`config.mk`:
```
export PLATFORM = sky130hd
export DESIGN_NAME = imem_dmem_arbiter_flat
export DESIGN_NICKNAME = d
export VERILOG_FILES = /design/src/rtl/imem_dmem_arbiter_if.sv /design/src/rtl/imem_dmem_arbiter.sv /design/src/flat_wrapper.sv
export SDC_FILE = /design/constraint.sdc
export NUM_CORES = 1
export LEC_CHECK = 0
export BUFFER_PORTS_ARGS = -buffer_cell sky130_fd_sc_hd__buf_2
export CAP_MARGIN = 40
export CORE_MARGIN = 10
export CORE_UTILIZATION = 35
export DETAILED_ROUTE_END_ITERATION = 10
export PLACE_DENSITY_LB_ADDON = 0.12
export SYNTH_ARGS = -nofsm -noshare
export SYNTH_HDL_FRONTEND = slang
export SYNTH_SLANG_ARGS = --single-unit
```
`constraint.sdc`:
```
create_clock -name clk -period 2.2 [get_ports clk]
set_clock_uncertainty 0.05 [all_clocks]
set_input_delay 0 -clock clk [delete_from_list [all_inputs] [get_ports clk]]
set_output_delay 0 -clock clk [all_outputs]
set_load 0.02 [all_outputs]
```
`src/rtl/imem_dmem_arbiter_if.sv`:
```
// Bus bundle between the pipeline (IF and MEM stages), the shared memory and
// the arbiter. slave = the arbiter's view; master = the pipeline/memory view.
interface imem_dmem_arbiter_if #(
  parameter int AW = 32,
  parameter int DW = 32
);
  // instruction fetch side
  logic          if_req;
  logic [AW-1:0] if_addr;
  logic          if_flush;
  logic [DW-1:0] if_rdata;
  logic          if_ready;
  logic          stall_if;
  // data side
  logic          dm_req;
  logic          dm_we;
  logic [AW-1:0] dm_addr;
  logic [DW-1:0] dm_wdata;
  logic [DW-1:0] dm_rdata;
  logic          dm_ready;
  logic          stall_mem;
  // shared memory side
  logic          mem_en;
  logic          mem_we;
  logic [AW-1:0] mem_addr;
  logic [DW-1:0] mem_wdata;
  logic [DW-1:0] mem_rdata;

  modport slave (
    input  if_req, if_addr, if_flush, dm_req, dm_we, dm_addr, dm_wdata, mem_rdata,
    output if_rdata, if_ready, stall_if, dm_rdata, dm_ready, stall_mem,
           mem_en, mem_we, mem_addr, mem_wdata
  );

  modport master (
    output if_req, if_addr, if_flush, dm_req, dm_we, dm_addr, dm_wdata, mem_rdata,
    input  if_rdata, if_ready, stall_if, dm_rdata, dm_ready, stall_mem,
           mem_en, mem_we, mem_addr, mem_wdata
  );
endinterface

```
`src/rtl/imem_dmem_arbiter.sv`:
```
// Shares one single-port memory between instruction fetch and the MEM stage.
// Data wins ties, but after MAX_DSTREAK data grants with IF waiting, IF is
// forced through so fetch never starves. Each access is a fixed MEM_LAT cycles
// followed by a one-cycle response, then back to IDLE for the next arbitration.
module imem_dmem_arbiter #(
  parameter int AW          = 32,
  parameter int DW          = 32,
  parameter int MEM_LAT     = 2,
  parameter int MAX_DSTREAK = 2
) (
  input logic              clk,
  input logic              rst_n,
  imem_dmem_arbiter_if.slave bus
);
  localparam int DSW = $clog2(MAX_DSTREAK + 2);

  typedef enum logic [1:0] {IDLE, ACCESS, RESP} state_t;
  typedef enum logic [1:0] {OWN_NONE, OWN_IF, OWN_DM} owner_t;

  state_t         state;
  owner_t         owner;
  logic [3:0]     cnt;
  logic [DSW-1:0] dstreak;
  logic           kill;
  logic           acc_we;
  logic           if_rdy_q, dm_rdy_q;
  logic           mem_en_q, mem_we_q;
  logic [AW-1:0]  mem_addr_q;
  logic [DW-1:0]  mem_wdata_q, if_rdata_q, dm_rdata_q;

  logic if_want, ds_ok, grant_dm, grant_if;

  // A flushed fetch is not a live request, so it neither wins nor blocks data.
  assign if_want  = bus.if_req & ~bus.if_flush;
  assign ds_ok    = dstreak < DSW'(MAX_DSTREAK);
  assign grant_dm = bus.dm_req & (~if_want | ds_ok);
  assign grant_if = ~grant_dm & if_want;

  // Arbitration, access sequencing and response capture.
  always_ff @(posedge clk or negedge rst_n) begin
    if (!rst_n) begin
      state       <= IDLE;
      owner       <= OWN_NONE;
      cnt         <= '0;
      dstreak     <= '0;
      kill        <= 1'b0;
      acc_we      <= 1'b0;
      if_rdy_q    <= 1'b0;
      dm_rdy_q    <= 1'b0;
      mem_en_q    <= 1'b0;
      mem_we_q    <= 1'b0;
      mem_addr_q  <= '0;
      mem_wdata_q <= '0;
      if_rdata_q  <= '0;
      dm_rdata_q  <= '0;
    end else begin
      case (state)
        IDLE: begin
          kill  <= 1'b0;
          owner <= OWN_NONE;
          if (!bus.if_req) dstreak <= '0;
          if (grant_dm) begin
            mem_addr_q  <= bus.dm_addr;
            mem_wdata_q <= bus.dm_wdata;
            mem_we_q    <= bus.dm_we;
            acc_we      <= bus.dm_we;
            mem_en_q    <= 1'b1;
            cnt         <= 4'(MEM_LAT);
            owner       <= OWN_DM;
            state       <= ACCESS;
            // saturates: ds_ok is false once the limit is reached
            if (bus.if_req && ds_ok) dstreak <= dstreak + DSW'(1);
          end else if (grant_if) begin
            mem_addr_q  <= bus.if_addr;
            mem_wdata_q <= '0;
            mem_we_q    <= 1'b0;
            acc_we      <= 1'b0;
            mem_en_q    <= 1'b1;
            cnt         <= 4'(MEM_LAT);
            owner       <= OWN_IF;
            dstreak     <= '0;
            state       <= ACCESS;
          end
        end
        ACCESS: begin
          mem_en_q <= 1'b0;
          mem_we_q <= 1'b0;
          cnt      <= cnt - 4'd1;
          if (owner == OWN_IF && bus.if_flush) kill <= 1'b1;
          if (cnt == 4'd1) begin
            state <= RESP;
            if (owner == OWN_DM) begin
              dm_rdy_q <= 1'b1;
              if (!acc_we) dm_rdata_q <= bus.mem_rdata;
            end else if (owner == OWN_IF && !kill && !bus.if_flush) begin
              if_rdy_q   <= 1'b1;
              if_rdata_q <= bus.mem_rdata;
            end
          end
        end
        RESP: begin
          if_rdy_q <= 1'b0;
          dm_rdy_q <= 1'b0;
          kill     <= 1'b0;
          owner    <= OWN_NONE;
          state    <= IDLE;
        end
        default: state <= IDLE;
      endcase
    end
  end

  // A redirect arriving in the response cycle still hides the fetch result.
  assign bus.if_ready  = if_rdy_q & ~bus.if_flush;
  assign bus.if_rdata  = if_rdata_q;
  assign bus.dm_ready  = dm_rdy_q;
  assign bus.dm_rdata  = dm_rdata_q;
  assign bus.stall_if  = bus.if_req & ~bus.if_ready & ~bus.if_flush;
  assign bus.stall_mem = bus.dm_req & ~bus.dm_ready;
  assign bus.mem_en    = mem_en_q;
  assign bus.mem_we    = mem_we_q;
  assign bus.mem_addr  = mem_addr_q;
  assign bus.mem_wdata = mem_wdata_q;
endmodule

```
`src/flat_wrapper.sv`:
```
// flat-port wrapper written by rule: the top's interface ports become plain ports
module imem_dmem_arbiter_flat 
#(
  parameter int AW          = 32,
  parameter int DW          = 32,
  parameter int MEM_LAT     = 2,
  parameter int MAX_DSTREAK = 2
)
  (clk, rst_n, bus_if_req, bus_if_addr, bus_if_flush, bus_dm_req, bus_dm_we, bus_dm_addr, bus_dm_wdata, bus_mem_rdata, bus_if_rdata, bus_if_ready, bus_stall_if, bus_dm_rdata, bus_dm_ready, bus_stall_mem, bus_mem_en, bus_mem_we, bus_mem_addr, bus_mem_wdata);
  imem_dmem_arbiter_if #(.AW(AW), .DW(DW)) bus_i ();
  input logic clk;
  input logic rst_n;
  input wire logic [$bits(bus_i.if_req)-1:0] bus_if_req;
  input wire logic [$bits(bus_i.if_addr)-1:0] bus_if_addr;
  input wire logic [$bits(bus_i.if_flush)-1:0] bus_if_flush;
  input wire logic [$bits(bus_i.dm_req)-1:0] bus_dm_req;
  input wire logic [$bits(bus_i.dm_we)-1:0] bus_dm_we;
  input wire logic [$bits(bus_i.dm_addr)-1:0] bus_dm_addr;
  input wire logic [$bits(bus_i.dm_wdata)-1:0] bus_dm_wdata;
  input wire logic [$bits(bus_i.mem_rdata)-1:0] bus_mem_rdata;
  output wire logic [$bits(bus_i.if_rdata)-1:0] bus_if_rdata;
  output wire logic [$bits(bus_i.if_ready)-1:0] bus_if_ready;
  output wire logic [$bits(bus_i.stall_if)-1:0] bus_stall_if;
  output wire logic [$bits(bus_i.dm_rdata)-1:0] bus_dm_rdata;
  output wire logic [$bits(bus_i.dm_ready)-1:0] bus_dm_ready;
  output wire logic [$bits(bus_i.stall_mem)-1:0] bus_stall_mem;
  output wire logic [$bits(bus_i.mem_en)-1:0] bus_mem_en;
  output wire logic [$bits(bus_i.mem_we)-1:0] bus_mem_we;
  output wire logic [$bits(bus_i.mem_addr)-1:0] bus_mem_addr;
  output wire logic [$bits(bus_i.mem_wdata)-1:0] bus_mem_wdata;
  assign bus_i.if_req = bus_if_req;
  assign bus_i.if_addr = bus_if_addr;
  assign bus_i.if_flush = bus_if_flush;
  assign bus_i.dm_req = bus_dm_req;
  assign bus_i.dm_we = bus_dm_we;
  assign bus_i.dm_addr = bus_dm_addr;
  assign bus_i.dm_wdata = bus_dm_wdata;
  assign bus_i.mem_rdata = bus_mem_rdata;
  assign bus_if_rdata = bus_i.if_rdata;
  assign bus_if_ready = bus_i.if_ready;
  assign bus_stall_if = bus_i.stall_if;
  assign bus_dm_rdata = bus_i.dm_rdata;
  assign bus_dm_ready = bus_i.dm_ready;
  assign bus_stall_mem = bus_i.stall_mem;
  assign bus_mem_en = bus_i.mem_en;
  assign bus_mem_we = bus_i.mem_we;
  assign bus_mem_addr = bus_i.mem_addr;
  assign bus_mem_wdata = bus_i.mem_wdata;
  imem_dmem_arbiter #(.AW(AW), .DW(DW), .MEM_LAT(MEM_LAT), .MAX_DSTREAK(MAX_DSTREAK)) u_core (.clk(clk), .rst_n(rst_n), .bus(bus_i));
endmodule
```
## After elaboration in Yosys (flattened, before gate mapping)

Cells that the tools add are included.

| operators by class | value |
|---|---|
| $add $sub $neg | 2 |
| multiply operators | 0 |
| divide/modulo/power cells | 0 |
| order comparisons | 1 |
| equal/unequal tests | 11 |
| shifts and indexed selects | 0 |
| muxes and demuxes | 33 |
| bitwise operators | 15 |
| reduce and logical (&&, ||, !) cells | 21 |

Operators by type and width:

| cell | number |
|---|---|
| two-way mux 32 bit | 4 |
| two-way mux 2 bit | 8 |
| AND reduction 4 bit | 3 |
| two-way mux 1 bit | 11 |
| case mux 1 bit (2 select lines) | 5 |
| nonzero test 2 bit | 5 |
| two-way mux 4 bit | 2 |
| inequality test 2 x 1 -> 1 bit (second input constant) | 4 |
| case mux 2 bit (2 select lines) | 2 |
| case mux 4 bit (2 select lines) | 1 |
| AND reduction 2 bit | 4 |
| bitwise AND 1 bit | 7 |
| NOT 1 bit | 7 |
| == test 2 x 1 -> 1 bit (second input constant) | 2 |
| == test 2 bit (second input constant) | 2 |
| == test 4 x 1 -> 1 bit (second input constant) | 1 |
| logical AND 1 bit | 4 |
| subtractor 4 x 1 -> 4 bit (second input constant) | 1 |
| inequality test 3 x 1 -> 1 bit (second input constant) | 1 |
| AND reduction 3 bit | 1 |
| adder 2 x 1 -> 2 bit (second input constant) | 1 |
| zero test 1 bit | 2 |
| zero test 2 bit | 1 |
| less-than comparator 2 bit (second input constant) | 1 |
| other kinds (3) | 3 |

| storage, ports and cells | value |
|---|---|
| flip-flop bits (word level) | 144 |
| latch bits | 0 |
| memory bits (writable) | 0 |
| ROM bits | 0 |
| output and inout port bits | 134 |
| logic and storage cells | 97 |
| memories kept | 0 |

## Logic depth before layout (Yosys ltp)

| depth | value |
|---|---|
| word-level depth | 10 |
| depth in mapped cells | 7 |
| gate-level depth less buffers | 6 |

## Worst setup path after synthesis

No wires, ideal clock.

| timing | value |
|---|---|
| kind | reg2reg |
| start | reg u_core.cnt[1] |
| end | reg u_core.dm_rdata_q[0], in the netlist u_core.bus.dm_rdata[0] |
| setup time | 125 ps |
| arrival | 1831 ps |
| path slack | 193 ps |
| stages on the path, launching flop included | 8 |
| path buffers | 1 |
| clock period less this slack | 2007 ps |
| path through | dfrtp_1 > inv_1 > ha_1 > or3b_4 > nor3b_2 > nand3b_4 > buf_6 > mux2_4 |

| between the ends | value |
|---|---|
| longest elaborated chain between the ends | 2 |

RTL lines:

| what | RTL line | RTL |
|---|---|---|
| start, declared | imem_dmem_arbiter.sv:22 | `logic [3:0] cnt;` |
| start signal, assigned | imem_dmem_arbiter.sv:68 | `cnt <= 4'(MEM_LAT);` |
| start signal, assigned | imem_dmem_arbiter.sv:79 | `cnt <= 4'(MEM_LAT);` |
| start signal, assigned | imem_dmem_arbiter.sv:88 | `cnt <= cnt - 4'd1;` |
| == test 4 x 1 -> 1 bit | imem_dmem_arbiter.sv:90 | `if (cnt == 4'd1) begin` |
| AND reduction 4 bit (no source line) | - |  |
| end signal, assigned | imem_dmem_arbiter.sv:94 | `if (!acc_we) dm_rdata_q <= bus.mem_rdata;` |
| end, declared | imem_dmem_arbiter.sv:29 | `logic [DW-1:0] mem_wdata_q, if_rdata_q, dm_rdata_q;` |

No other way between the ends.
A chain may end at the register's enable or synchronous reset.

## Final worst setup path

| timing | value |
|---|---|
| start | reg u_core.cnt[1] |
| end | reg u_core.dm_rdata_q[19], in the netlist u_core.bus.dm_rdata[19] |

The elaborated chain is that of the path after synthesis.

==> out/metrics.yaml <==
clock_tree:
  cts.sinks: 144
  cts-htree-levels: 4
  cts_root_buf: "clkbuf_16"
  clockBufferDepth: 2
  clk-insertion-delay-late_ns: 0.41
  clk_pin_slew_ns: 0.06
  cts_tree: "yes"
  cts_buffers: 17
floorplanning:
  die_y_um: 151
  die_w_um: 151
  core_area_um2: 16700
  initial_utilization_pct: 36.0
  ios: 268
  die-area_um2: 22800
  fp-row-count: 47
global_routing:
  grt_pass1_wl_mm: 29.8
  grt_pass1_vias: 5740
  grt_max_degree: 63
  grt_util_all_layers_pct: 16.4
  overflow: 0
  grt_antenna_before_repair: 0
timing:
  period_needed_ns: 2.15
  rsz0062_at_grt: "yes"
  report.final.hold_viol_count: 0
  final.period_utilization_pct: 97.7
  worstMarginPinSlew_ns: 0.584
  finalSetupViolCount: 0
  setup_ws_ns: 0.0510
  timing.slew.headroom_pct: 61.0
  maxSlewViolCount: 0
  fmax_mhz: 465
pwr:
  leakage_nw: 5.08
  powerDensity_nw_per_um2: 1290
  peakVddDrop_mv: 0.630
finish:
  nets: 989
  syn2layout_area_growth_pct: 60.1
  multi_input_area_um2: 2240
  drive_above_1_share_pct: 45.0
  seq_area_um2: 3600
  n_antenna_cell: 0
  fillers: 1384
  fin_cells: 1083
detailed_routing:
  wl_met2_mm: 8.75
  wl_met1_mm: 7.90
  route.met3.wl_mm: 1.78
  first_pass_iters: 4
  vias: 5041
  drt_iter0_markers: 162
  topRoutingLayerUsed: "met4"
  wl_mm: 18.7
  drc: 0
  viasPerCell: 4.65
  wl_per_cell_um: 17.3
  postRouteAntennaNets: 0
logic_synthesis:
  synth_fa_ha_area_share_pct: 1.04
  avgSynthCellArea_um2: 13.6
  synth_edf_count: 0
  yosysTopAreaCellShare_pct: 60.0
  synth_async_sr_flop_share_pct: 100
  synth_seq_area_share_pct: 60.0
  yosysWarningCount: 0
  ys_ff_latch: 144
  synthFlopType: "dfrtp_1"
  synth_xor_xnor_area_share_pct: 0
  synth_mux_area_share_pct: 19.8
  synth.distinct_cells: 34
  synth-simple-area-share_pct: 5.41
  synthCells: 442
  yosysTopAreaCell: "dfrtp_1"
  synth_nets: 581
  synth_top_family_by_area: "multiplexers"
  synth_area_um2: 6010
  ys_top_cells_by_area: "dfrtp_1, mux2_4, mux2_2"
  synth_compound_area_share_pct: 10.6
worst_setup_path:
  crit_path_end_kind: "register"
  cp_slowest_cell: "or3b_4"
  crit_family: "simple AND/OR/NAND/NOR gates"
  worstPathBufferInverterCount: 2
  worstPathArrival_ns: 2.39
  critical_path_required_ns: 2.44
  cp-start-kind: "register"
  crit_fanout: 32
  critPathKind: "register to register"
  cp_cell_sequence: "inv_1 > ha_1 > or3b_4 > nor3b_4 > nand3b_4 > buf_12 > mux2_4"
  cp_slowest_stage_delay_ns: 0.42
min_path:
  hold_path_class: "primary input to asynchronous set/reset pin"
placement:
  portBuffers: 267
  dp_hpwl_mm: 13.4
  pre_cts_slack_ns: 0.00260
  gp_congestion: 0.779
  place_inst: 918
outcome:
  status: "completed"
flow_run:
  cap_violations: 0
sequential cells by signal, summed over array words and instances (netlist names):
signal	cells
u_core.state	2
u_core.bus.mem_addr	32
u_core.bus.dm_rdata	32
u_core.bus.if_rdata	32
u_core.if_rdy_q	1
u_core.kill	1
u_core.bus.mem_en	1
u_core.owner	2
u_core.bus.mem_wdata	32
u_core.dstreak	2
u_core.bus.mem_we	1
u_core.cnt	4
u_core.acc_we	1
u_core.bus.dm_ready	1
worst paths after layout:
kind,start,end,slack [ns],cells after the start
worst max-delay path,u_core.cnt[1],u_core.bus.dm_rdata[19],0.05,7
worst max register to register,u_core.cnt[1],u_core.bus.dm_rdata[19],0.05,7
worst min register to register,u_core.bus.mem_addr[11],u_core.bus.mem_addr[11],0.42,2
min in group clk,bus_dm_wdata[1],u_core.bus.mem_wdata[1],0.28,3
worst min-delay path,rst_n,u_core.bus.if_rdata[27],0.12,2
max in group asynchronous,rst_n,u_core.bus.dm_rdata[2],1.33,3
cells in the mapped netlist (3+ instances only):
| master | n |
|---|---|
| a21oi_1 | 8 |
| clkbuf_1 | 17 |
| buf_6 | 6 |
| nor2b_1 | 4 |
| inv_1 | 10 |
| o21ai_0 | 36 |
| mux2_4 | 32 |
| a22o_1 | 35 |
| mux2i_1 | 35 |
| o2bb2ai_1 | 3 |
| nor3_1 | 3 |
| ha_1 | 5 |
| nand2b_1 | 3 |
| nand2_1 | 39 |
| buf_2 | 4 |
| mux2_2 | 32 |
| dfrtp_1 | 144 |
| nor2_1 | 6 |
layout by cell type (no fill, tap or decap), types with 17 or more instances in the layout:
cell type	Yosys	layout
mux2_2	32	32
nand2_1	39	38
buf_2	4	266
dfrtp_1	144	143
a22o_1	35	35
clkbuf_16	0	17
mux2_4	32	32
dlygate4sd3_1	0	133
mux2i_1	35	35
o21ai_0	36	36
power breakdown:
| group | total (mW) | switching (mW) | internal (mW) |
|---|---|---|---|
| Combinational | 5.07 | 2.93 | 2.14 |
| Sequential | 4.38 | 0.651 | 3.73 |
| Clock | 2.95 | 1.14 | 1.80 |
| Total | 12.4 | 4.72 | 7.67 |
stage by stage:
stage / total power, mW / util, % / instance area (um2) / TNS [ns] / hold slack (ns)
2_1_floorplan: 7.35 / - / 6010 / 0 / -0.346
3_3_place_gp: 9.19 / 45.9 / 7670 / 0 / -0.0216
3_5_place_dp: 9.28 / 45.9 / 7670 / 0 / -0.0183
4_1_cts: 12.5 / 57.6 / 9620 / 0 / 0.108
5_1_grt: 13.2 / 57.6 / 9620 / -0.00732 / 0.163
6_report: 12.4 / 57.6 / 9620 / 0 / 0.116
layer usage:
metal | GRT usage [%] | vias to the layer above
met2 | 26.1 | 200
met3 | 6.74 | 23
met5 | 0 | -
li1 | - | 2393
met1 | 19.8 | 2425
met4 | 5.20 | 0
layout make-up:
type	instances	share of cell area [%]
sequential	144	37.5
timing repair buffer	416	29.7
multi-input combinational	261	23.2
clock buffer	18	4.46
tap	220	2.86
clock inverter	14	1.86
inverter	10	0.390
kinds of logic after synthesis:
kind of cell               after synthesis
and+or+nand+nor                         64
AOI/OAI and AO/OA                       93
adders and majority gates                5
buffers and inverters                   37
muxes                                   99
DFF                                    144
timing repair:
action	CTS	global route
hold buffers	133	0
hold endpoints to repair	261	0
resized for setup	1	1
pin swaps	0	1
setup buffers	0	0
endpoints found under the setup margin	10	29
Note: power is estimated with default switching activity, not from simulation.
